==> src/rtl/pyramid_gradient.sv <==
// ----------------------------------------------------------------------------
// pyramid_gradient
// Computes spatial (ix, iy) and temporal (it) gradients for one pyramid level.
// For each pixel, five reads are issued to the previous-frame and
// current-frame level BRAMs (center, left, right, up, down; edges replicated).
// Then the central differences are formed and presented on a valid/ready port.
//
// Ports
//   clk, rst                    single clock, synchronous active-high reset
//   start                       request to process one level (IDLE only)
//   level_width, level_height   level dimensions, sampled on accepted start
//   rd_addr, rd_en              shared BRAM read port (1-cycle read latency)
//   prev_rd_data, curr_rd_data  previous-frame (A) / current-frame (B) pixel
//   ix, iy, it                  signed gradients
//   grad_addr                   raster index y*W+x of the gradient
//   grad_valid, grad_ready      output handshake
//   grad_last                   marks pixel (W-1, H-1)
//   busy, done, err_dims        status; done / err_dims are 1-cycle pulses
//
// state   | meaning
// --------+--------------------------------------------------------------
// IDLE    | waiting for start; bad dimensions pulse err_dims + done
// READ    | issuing the five tap reads, capturing the previous tap's data
// CALC    | down tap arrives; gradients registered
// OUT     | grad_valid held until grad_ready
// DONE_ST | level complete; done pulse visible
// ----------------------------------------------------------------------------
module pyramid_gradient #(
    parameter int PIXEL_WIDTH = 8,
    parameter int MAX_WIDTH   = 320,
    parameter int MAX_HEIGHT  = 240,
    parameter int ADDR_WIDTH  = 18
) (
    input  logic                          clk,
    input  logic                          rst,
    input  logic                          start,
    input  logic [8:0]                    level_width,
    input  logic [7:0]                    level_height,
    output logic [ADDR_WIDTH-1:0]         rd_addr,
    output logic                          rd_en,
    input  logic [PIXEL_WIDTH-1:0]        prev_rd_data,
    input  logic [PIXEL_WIDTH-1:0]        curr_rd_data,
    output logic signed [PIXEL_WIDTH:0]   ix,
    output logic signed [PIXEL_WIDTH:0]   iy,
    output logic signed [PIXEL_WIDTH:0]   it,
    output logic [ADDR_WIDTH-1:0]         grad_addr,
    output logic                          grad_valid,
    input  logic                          grad_ready,
    output logic                          grad_last,
    output logic                          busy,
    output logic                          done,
    output logic                          err_dims
);

    typedef enum logic [2:0] {IDLE, READ, CALC, OUT, DONE_ST} state_t;

    localparam logic [2:0] TAP_CENTER = 3'd0;
    localparam logic [2:0] TAP_LEFT   = 3'd1;
    localparam logic [2:0] TAP_RIGHT  = 3'd2;
    localparam logic [2:0] TAP_UP     = 3'd3;
    localparam logic [2:0] TAP_DOWN   = 3'd4;

    state_t                 state;
    logic [8:0]             x, w;
    logic [7:0]             y, h;
    logic [2:0]             tap;
    logic [PIXEL_WIDTH-1:0] a_center, a_left, a_right, a_up, b_center;

    logic       dims_bad;
    logic       pixel_last;
    logic [8:0] x_nxt;
    logic [7:0] y_nxt;

    // Address of one tap around (px, py), neighbours clamped to the level.
    function automatic logic [ADDR_WIDTH-1:0] tap_addr(
        input logic [2:0] t,
        input logic [8:0] px,
        input logic [7:0] py,
        input logic [8:0] pw,
        input logic [7:0] ph
    );
        logic [8:0] cx;
        logic [7:0] cy;
        cx = px;
        cy = py;
        case (t)
            TAP_LEFT:  cx = (px == '0)         ? px : px - 9'd1;
            TAP_RIGHT: cx = (px == pw - 9'd1)  ? px : px + 9'd1;
            TAP_UP:    cy = (py == '0)         ? py : py - 8'd1;
            TAP_DOWN:  cy = (py == ph - 8'd1)  ? py : py + 8'd1;
            default:   ;
        endcase
        return ADDR_WIDTH'(cy) * ADDR_WIDTH'(pw) + ADDR_WIDTH'(cx);
    endfunction

    // Zero-extended difference; both operands fit, so it never overflows.
    function automatic logic signed [PIXEL_WIDTH:0] diff(
        input logic [PIXEL_WIDTH-1:0] a,
        input logic [PIXEL_WIDTH-1:0] b
    );
        return $signed({1'b0, a}) - $signed({1'b0, b});
    endfunction

    assign dims_bad = (level_width < 9'd2) || (level_height < 8'd2) ||
                      ({23'd0, level_width} > MAX_WIDTH) ||
                      ({24'd0, level_height} > MAX_HEIGHT);

    assign pixel_last = (x == w - 9'd1) && (y == h - 8'd1);
    assign x_nxt      = (x == w - 9'd1) ? 9'd0 : x + 9'd1;
    assign y_nxt      = (x == w - 9'd1) ? y + 8'd1 : y;

    assign busy = (state != IDLE);

    always_ff @(posedge clk) begin
        if (rst) begin
            state      <= IDLE;
            x          <= '0;
            y          <= '0;
            w          <= '0;
            h          <= '0;
            tap        <= TAP_CENTER;
            a_center   <= '0;
            a_left     <= '0;
            a_right    <= '0;
            a_up       <= '0;
            b_center   <= '0;
            rd_en      <= 1'b0;
            rd_addr    <= '0;
            ix         <= '0;
            iy         <= '0;
            it         <= '0;
            grad_addr  <= '0;
            grad_valid <= 1'b0;
            grad_last  <= 1'b0;
            done       <= 1'b0;
            err_dims   <= 1'b0;
        end else begin
            done     <= 1'b0;
            err_dims <= 1'b0;
            case (state)
                IDLE: begin
                    if (start) begin
                        if (dims_bad) begin
                            err_dims <= 1'b1;
                            done     <= 1'b1;
                        end else begin
                            w       <= level_width;
                            h       <= level_height;
                            x       <= '0;
                            y       <= '0;
                            tap     <= TAP_CENTER;
                            rd_en   <= 1'b1;
                            rd_addr <= '0;
                            state   <= READ;
                        end
                    end
                end
                READ: begin
                    // Data for the tap issued last cycle is on the bus now.
                    case (tap)
                        TAP_LEFT: begin
                            a_center <= prev_rd_data;
                            b_center <= curr_rd_data;
                        end
                        TAP_RIGHT: a_left  <= prev_rd_data;
                        TAP_UP:    a_right <= prev_rd_data;
                        TAP_DOWN:  a_up    <= prev_rd_data;
                        default:   ;
                    endcase
                    if (tap == TAP_DOWN) begin
                        rd_en <= 1'b0;
                        state <= CALC;
                    end else begin
                        tap     <= tap + 3'd1;
                        rd_addr <= tap_addr(tap + 3'd1, x, y, w, h);
                    end
                end
                CALC: begin
                    // The down tap is used straight off the read bus.
                    ix         <= diff(a_right, a_left);
                    iy         <= diff(prev_rd_data, a_up);
                    it         <= diff(b_center, a_center);
                    grad_addr  <= tap_addr(TAP_CENTER, x, y, w, h);
                    grad_last  <= pixel_last;
                    grad_valid <= 1'b1;
                    state      <= OUT;
                end
                OUT: begin
                    if (grad_ready) begin
                        grad_valid <= 1'b0;
                        if (pixel_last) begin
                            done  <= 1'b1;
                            state <= DONE_ST;
                        end else begin
                            x       <= x_nxt;
                            y       <= y_nxt;
                            tap     <= TAP_CENTER;
                            rd_en   <= 1'b1;
                            rd_addr <= tap_addr(TAP_CENTER, x_nxt, y_nxt, w, h);
                            state   <= READ;
                        end
                    end
                end
                DONE_ST: state <= IDLE;
                default: state <= IDLE;
            endcase
        end
    end

endmodule

==> config.mk <==
export PLATFORM = sky130hd
export DESIGN_NAME = pyramid_gradient
export DESIGN_NICKNAME = d
export VERILOG_FILES = /design/src/rtl/pyramid_gradient.sv
export SDC_FILE = /design/constraint.sdc
export NUM_CORES = 1
export LEC_CHECK = 0
export ABC_AREA = 1
export CORE_ASPECT_RATIO = 1.2
export CORE_MARGIN = 3
export CORE_UTILIZATION = 55
export DETAILED_ROUTE_END_ITERATION = 6
export HOLD_SLACK_MARGIN = 0.06
export PLACE_DENSITY = 0.72
export SETUP_SLACK_MARGIN = 0.1
export SYNTH_ARGS = -nofsm -noshare
export SYNTH_HDL_FRONTEND = slang
export SYNTH_SLANG_ARGS = --single-unit
export TNS_END_PERCENT = 10
==> constraint.sdc <==
create_clock -name clk -period 7.44 [get_ports clk]
set_clock_uncertainty 0.05 [all_clocks]
set_input_delay 0.744 -clock clk [delete_from_list [all_inputs] [get_ports clk]]
set_output_delay 0.744 -clock clk [all_outputs]
set_load 0.05 [all_outputs]
==> impl_metrics.env, run 1 <==
export IMPL_diodes=0
export IMPL_setup_tns_ns=0
export IMPL_initial_core_util_pct=56.6
export IMPL_placedCellCount=2783
export IMPL_cp_end_kind="flip-flop"
export IMPL_synth_most_common_cell="nand2_1"
export IMPL_dpl_cell_area_um2=17900
export IMPL_synthCells=2348
export IMPL_worstPathArrival_ns=7.00
export IMPL_yosys_most_used_dff="dfxtp_1"
export IMPL_holdPathStages=2
export IMPL_hp_class="flip-flop to flip-flop"
export IMPL_yosys_area_top_type="fa_1"
export IMPL_outcome="finished clean"
export IMPL_clkTransAtPathRegs_ns=0.08
export IMPL_clock_path_buffers=2
export IMPL_slowest_delay_ns=0.64
export IMPL_cts_hold_fix_buffers=0
export IMPL_reg2reg_to="rd_addr[12]"
export IMPL_cts_buffers=17
export IMPL_routedWlPerCell_um=17.2
export IMPL_drtIter0Drc=1222
export IMPL_worst_setup_path_type="flip-flop to flip-flop"
export IMPL_stdcell_count=2815
export IMPL_synth_area_um2=16500
export IMPL_routed_wl_um=48400
export IMPL_critPathBufInv=7
export IMPL_r2r_slack_ns=0.75
export IMPL_ys_seq_area_share_pct=17.9
export IMPL_finalHoldViolations=0
export IMPL_design_core_area_um2=29200
export IMPL_internal_power_uw=1670
export IMPL_crit_family="adder cells"
export IMPL_dp_slack_ns=0.897
export IMPL_synth_seq_cells=148
export IMPL_ant_nets=0
export IMPL_synthesis_nets=2702
export IMPL_layout_min_cycle_time_ns=6.69
export IMPL_hpwlAfterDp_um=37800
export IMPL_p_comb_share_pct=39.9
export IMPL_ys_types=48
export IMPL_drive_above_1_share_pct=4.44
export IMPL_total_leakage_power_uw=0.00943
export IMPL_grt_pass1_wl_um=79500
export IMPL_row_count=68
export IMPL_slew_headroom_pct=33.4
export IMPL_grt_setup_unrepaired="no"
export IMPL_power_density_nw_per_um2=160
export IMPL_stdcell_area_um2=18500
export IMPL_max_freq_ghz=0.150
export IMPL_insertion_delay_ns=0.43
export IMPL_place_congestion=0.986
export IMPL_crit_path_start_kind="flip-flop"
export IMPL_yosys_area_top_type_share_pct=18.9
export IMPL_ys_top_cells_by_area="fa_1 19%, dfxtp_1 18%, ha_1 12%, nand2_1 11%, inv_1 9.6%"
export IMPL_synthArstFlopShare_pct=0
export IMPL_min_to="b_center[0]"
export IMPL_drv_slew=0
export IMPL_switching_power_uw=1290
export IMPL_post_cts_buffers=0
export IMPL_grt_overflow_total=0
export IMPL_syn_to_final_growth_pct=12.1
export IMPL_fin_nets=2771
export IMPL_p_sw_share_pct=43.6
export IMPL_antenna_found_initial=1
export IMPL_seq_power_share_pct=30.4
export IMPL_setup_viol=0
export IMPL_vias=15500
export IMPL_gr_usage_all_layers_pct=31.0
export IMPL_die_h_um=196
export IMPL_synth_edff_count=0
export IMPL_grt_pass1_vias=15500
export IMPL_die_width_um=164
export IMPL_required_ns=7.76
export IMPL_syn_area_per_cell_um2=7.04
export IMPL_fin_crit_sh_pct=89.9
export IMPL_post_cts_resized=0
export IMPL_vdd_ir_drop_max_mv=0.148
export IMPL_crit_fanout=14
export IMPL_setup_ws_ns=0.752
export IMPL_p_clk_share_pct=29.7
export IMPL_grt_max_degree=76
export IMPL_crit_path_frequent_cell="inv_1"
export IMPL_drcViolationCount=0
export IMPL_tritoncts="done"
export IMPL_clockRootBuffer="clkbuf_16"
export IMPL_drtPass1Iterations=6
export IMPL_vias_per_cell=5.51
export IMPL_dieArea_um2=32200
export IMPL_cap_violations=0
export IMPL_reg2reg_from="tap[0]"
export IMPL_hp_start="b_center[0]"
export IMPL_worstRegToRegCells=27
export IMPL_io_pins=106
export IMPL_tightestPinTransition_ns=0.998
export IMPL_cts_sinks=148
export IMPL_yosys_warnings=0
export IMPL_crit_slowest_cell="nor2_1"
export IMPL_synth_common_cells="467 x nand2_1, 423 x inv_1, 238 x nor2_1"
export IMPL_h_tree_depth=4
export IMPL_port_buffers=105
layout make-up:
cell class	count	area, um2
multi-input cells	1674	11500
clock buffers	17	425
well taps	385	482
repair buffers	140	1310
flip-flops and latches	148	2960
clock inverters	15	179
inverters	436	1640
fillers	2796	10700
routing by layer:
metal | vias up | GRT usage, % | routed length, um | part of all wire [%]
met4 | 2 | 8.93 | 1230 | 2.5
met1 | 7352 | 41.3 | 20800 | 43
met5 | - | 0 | 13 | 0.027
met2 | 540 | 51.2 | 22700 | 47
met3 | 90 | 6.06 | 3710 | 7.7
li1 | 7517 | - | - | -
flip-flops by register name (all words and copies together), names as in the netlist:
signal,cells
h,8
b_center,8
a_center,8
it,9
grad_last,1
tap,3
grad_valid,1
a_right,8
state,3
w,9
x,9
y,8
ix,9
a_left,8
grad_addr,18
done,1
err_dims,1
a_up,8
rd_en,1
iy,9
rd_addr,18
cells in the final DEF, fill, tap and decap left out, types with 104 or more instances in the layout:
cell type	netlist	routed
nand3_1	136	136
nand2_1	467	467
inv_1	423	422
ha_1	161	161
fa_1	156	156
a21oi_1	189	189
o21ai_0	156	156
dfxtp_1	148	148
clkdlybuf4s50_1	0	104
nor2_1	238	238
power groups by stage:
stage | clock, uW | combinational, uW | sequential, uW
2_1_floorplan | 0 | 736 | 1000
3_3_place_gp | 0 | 1150 | 916
3_5_place_dp | 0 | 1160 | 917
4_1_cts | 891 | 1170 | 900
5_1_grt | 925 | 1310 | 907
6_report | 881 | 1180 | 900
worst max-delay path by stage:
stage	from	to	slack (ns)	cells after the start
2_1_floorplan	w[0]	rd_addr[12]	1.64	35
3_3_place_gp	tap[0]	rd_addr[9]	1.0	24
3_5_place_dp	tap[0]	rd_addr[17]	0.90	25
4_1_cts	tap[0]	rd_addr[12]	0.90	27
5_1_grt	tap[0]	rd_addr[13]	0.28	26
6_report	tap[0]	rd_addr[12]	0.75	27
cells by family (layout without fill, tap and decap cells):
logic type                 Yosys count  count (layout)  synth area share [%]
DFF                                148             148                  17.9
buffers and inverters              526             608                  12.4
AOI/OAI and AO/OA                  385             385                  12.5
and+or+nand+nor                    925             925                  23.7
xor gates and xnor gates            47              47                  2.49
adders and majority gates          317             317                  31.1
stage by stage:
step	utilization (%)	hold slack, ns	total power (uW)
floorplan	-	0.378	1740
global placement	61.4	0.389	2060
detailed placement	61.4	0.400	2080
CTS	63.5	0.411	2960
global route	63.5	0.432	3150
finish	63.5	0.408	2960
tightest hold or removal path: stages, from the launching register on:
cell and delay (ns):
dfxtp_1 0.30, inv_1 0.06, a21oi_1 0.06
(Power assumes the default switching activity.)
==> inputs of run 2 (changes only) <==
--- a/config.mk
+++ b/config.mk
@@ -6,7 +6,6 @@
 export NUM_CORES = 1
 export LEC_CHECK = 0
 export ABC_AREA = 1
-export CORE_ASPECT_RATIO = 1.2
 export CORE_MARGIN = 3
 export CORE_UTILIZATION = 55
 export DETAILED_ROUTE_END_ITERATION = 6
==> impl_metrics.env, run 2 (synthesis gave the netlist of run 1 again) <==
export IMPL_die_h_um=179
export IMPL_r2r_slack_ns=0.65
export IMPL_grt_pass1_wl_um=79300
export IMPL_dieArea_um2=32200
export IMPL_finalHoldViolations=0
export IMPL_vias=15500
export IMPL_hp_start="a_left[0]"
export IMPL_port_buffers=105
export IMPL_drcViolationCount=0
export IMPL_drv_slew=0
export IMPL_row_count=62
export IMPL_total_leakage_power_uw=0.00943
export IMPL_max_freq_ghz=0.147
export IMPL_diodes=0
export IMPL_routedWlPerCell_um=17.5
export IMPL_seq_power_share_pct=30.1
export IMPL_grt_pass1_vias=15000
export IMPL_grt_max_degree=76
export IMPL_post_cts_buffers=0
export IMPL_drive_above_1_share_pct=4.37
export IMPL_min_to="a_left[0]"
export IMPL_grt_setup_unrepaired="no"
export IMPL_outcome="finished clean"
export IMPL_drtIter0Drc=1337
export IMPL_drtPass1Iterations=5
export IMPL_stdcell_count=2811
export IMPL_setup_viol=0
export IMPL_vias_per_cell=5.53
export IMPL_p_clk_share_pct=29.6
export IMPL_grt_overflow_total=0
export IMPL_total_power_uw=2980
export IMPL_clkTransAtPathRegs_ns=0.07
export IMPL_routed_wl_um=49300
export IMPL_antenna_found_initial=0
export IMPL_design_core_area_um2=29200
export IMPL_power_density_nw_per_um2=161
export IMPL_cts_sinks=148
export IMPL_final_common_cell="nand2_1"
export IMPL_clock_path_buffers=2
export IMPL_crit_path_start_kind="flip-flop"
export IMPL_syn_to_final_growth_pct=11.9
export IMPL_vdd_ir_drop_max_mv=0.203
export IMPL_hp_class="flip-flop to flip-flop"
export IMPL_reg2reg_from="y[1]"
export IMPL_crit_fanout=13
export IMPL_layout_min_cycle_time_ns=6.79
export IMPL_io_pins=106
export IMPL_worst_setup_path_type="flip-flop to flip-flop"
export IMPL_cap_violations=0
export IMPL_slew_headroom_pct=26.5
export IMPL_h_tree_depth=4
export IMPL_required_ns=7.76
export IMPL_place_congestion=0.999
export IMPL_holdPathStages=2
export IMPL_placedCellCount=2779
export IMPL_p_comb_share_pct=40.3
export IMPL_cp_end_kind="flip-flop"
export IMPL_switching_power_uw=1280
export IMPL_reg2reg_to="rd_addr[17]"
export IMPL_ant_nets=0
export IMPL_tightestPinTransition_ns=1.10
export IMPL_gr_usage_all_layers_pct=31.6
export IMPL_p_sw_share_pct=43.1
export IMPL_worstPathArrival_ns=7.11
export IMPL_initial_core_util_pct=56.7
export IMPL_worstRegToRegCells=27
export IMPL_num_fill_cells=2765
export IMPL_fin_crit_sh_pct=91.3
export IMPL_setup_tns_ns=0
export IMPL_tritoncts="done"
export IMPL_internal_power_uw=1700
export IMPL_layout_common_cells="467 x nand2_1, 422 x inv_1, 237 x nor2_1"
export IMPL_insertion_delay_ns=0.45
export IMPL_die_width_um=179
export IMPL_cts_buffers=17
export IMPL_largestRegisters="grad_addr x18, rd_addr x18"
export IMPL_hpwlAfterDp_um=38400
export IMPL_clockRootBuffer="clkbuf_16"
export IMPL_fin_nets=2768
-- run 2: cell types whose count changed in the layout (fill, tap and decap cells not counted), sizes merged --
cell / previous run / this run
bufinv: 0 / 1
inv: 438 / 440
clkinv: 11 / 10
clkinvlp: 2 / 0
buf: 36 / 33
-- run 2: repair_timing --
| item | CTS | global route |
|---|---|---|
| hold buffers | 0 | 0 |
| setup endpoints to repair | 0 | 1 |
| resized for setup | 0 | 1 |
-- run 2: area by class of cell --
cell class,count,area (um2),area share [%]
flip-flops and latches,148,2960,16.0
repair buffers,137,1290,6.96
multi-input cells,1674,11500,62.4
clock buffers,17,425,2.30
inverters,436,1640,8.85
clock inverters,15,165,0.893
well taps,384,480,2.60
-- run 2: metrics by stage --
step	setup WS (ns)	hold slack (ns)	instance area (um2)	utilization, %
2_1_floorplan	1.64	0.378	16500	-
3_3_place_gp	0.820	0.390	17900	61.4
3_5_place_dp	0.745	0.401	17900	61.4
4_1_cts	0.704	0.410	18500	63.4
5_1_grt	0.139	0.429	18500	63.4
6_report	0.651	0.407	18500	63.4
-- run 2: worst max-delay path by stage --
stage | startpoint | to | slack, ns | cells past startpoint
after global placement | h[0] | rd_addr[17] | 0.82 | 29
final | y[1] | rd_addr[17] | 0.65 | 27
after global routing | h[0] | rd_addr[14] | 0.14 | 29
after CTS | tap[0] | rd_addr[17] | 0.70 | 25
after floorplan | w[0] | rd_addr[12] | 1.64 | 35
after detailed placement | tap[0] | rd_addr[17] | 0.74 | 25
-- run 2: layer usage --
layer / wire [um] / GRT usage [%] / vias to the layer above
met1: 22300 / 45.4 / 7276
met3: 4690 / 7.12 / 64
met2: 21200 / 48.2 / 672
met5: 0 / 0 / -
li1: - / - / 7524
met4: 1030 / 8.51 / 0
-- run 2: power by group through the flow --
stage	Sequential [uW]	Combinational [uW]	Clock, uW
after detailed placement	914	1170	0
after CTS	897	1180	895
after global routing	904	1330	924
final	898	1200	881
after floorplan	1000	736	0
after global placement	913	1160	0
-- run 2: critical path: stages (launching register included) --
cell	delay [ns]
dfxtp_1	0.59
buf_4	0.25
xor2_1	0.14
nand2_1	0.08
a21oi_1	0.12
nand2_1	0.07
nor2_1	0.09
nand3_1	0.34
o21ai_0	0.39
nand2_1	0.15
nand2_1	0.26
nor2_1	0.11
fa_1	0.52
fa_1	0.52
fa_1	0.56
inv_1	0.06
fa_1	0.53
inv_1	0.04
ha_1	0.36
a21oi_1	0.38
o21ai_0	0.20
a21oi_1	0.22
nand2_1	0.07
nand2_1	0.06
nand3_1	0.15
nand2_1	0.12
nand4_1	0.09
a21oi_1	0.18
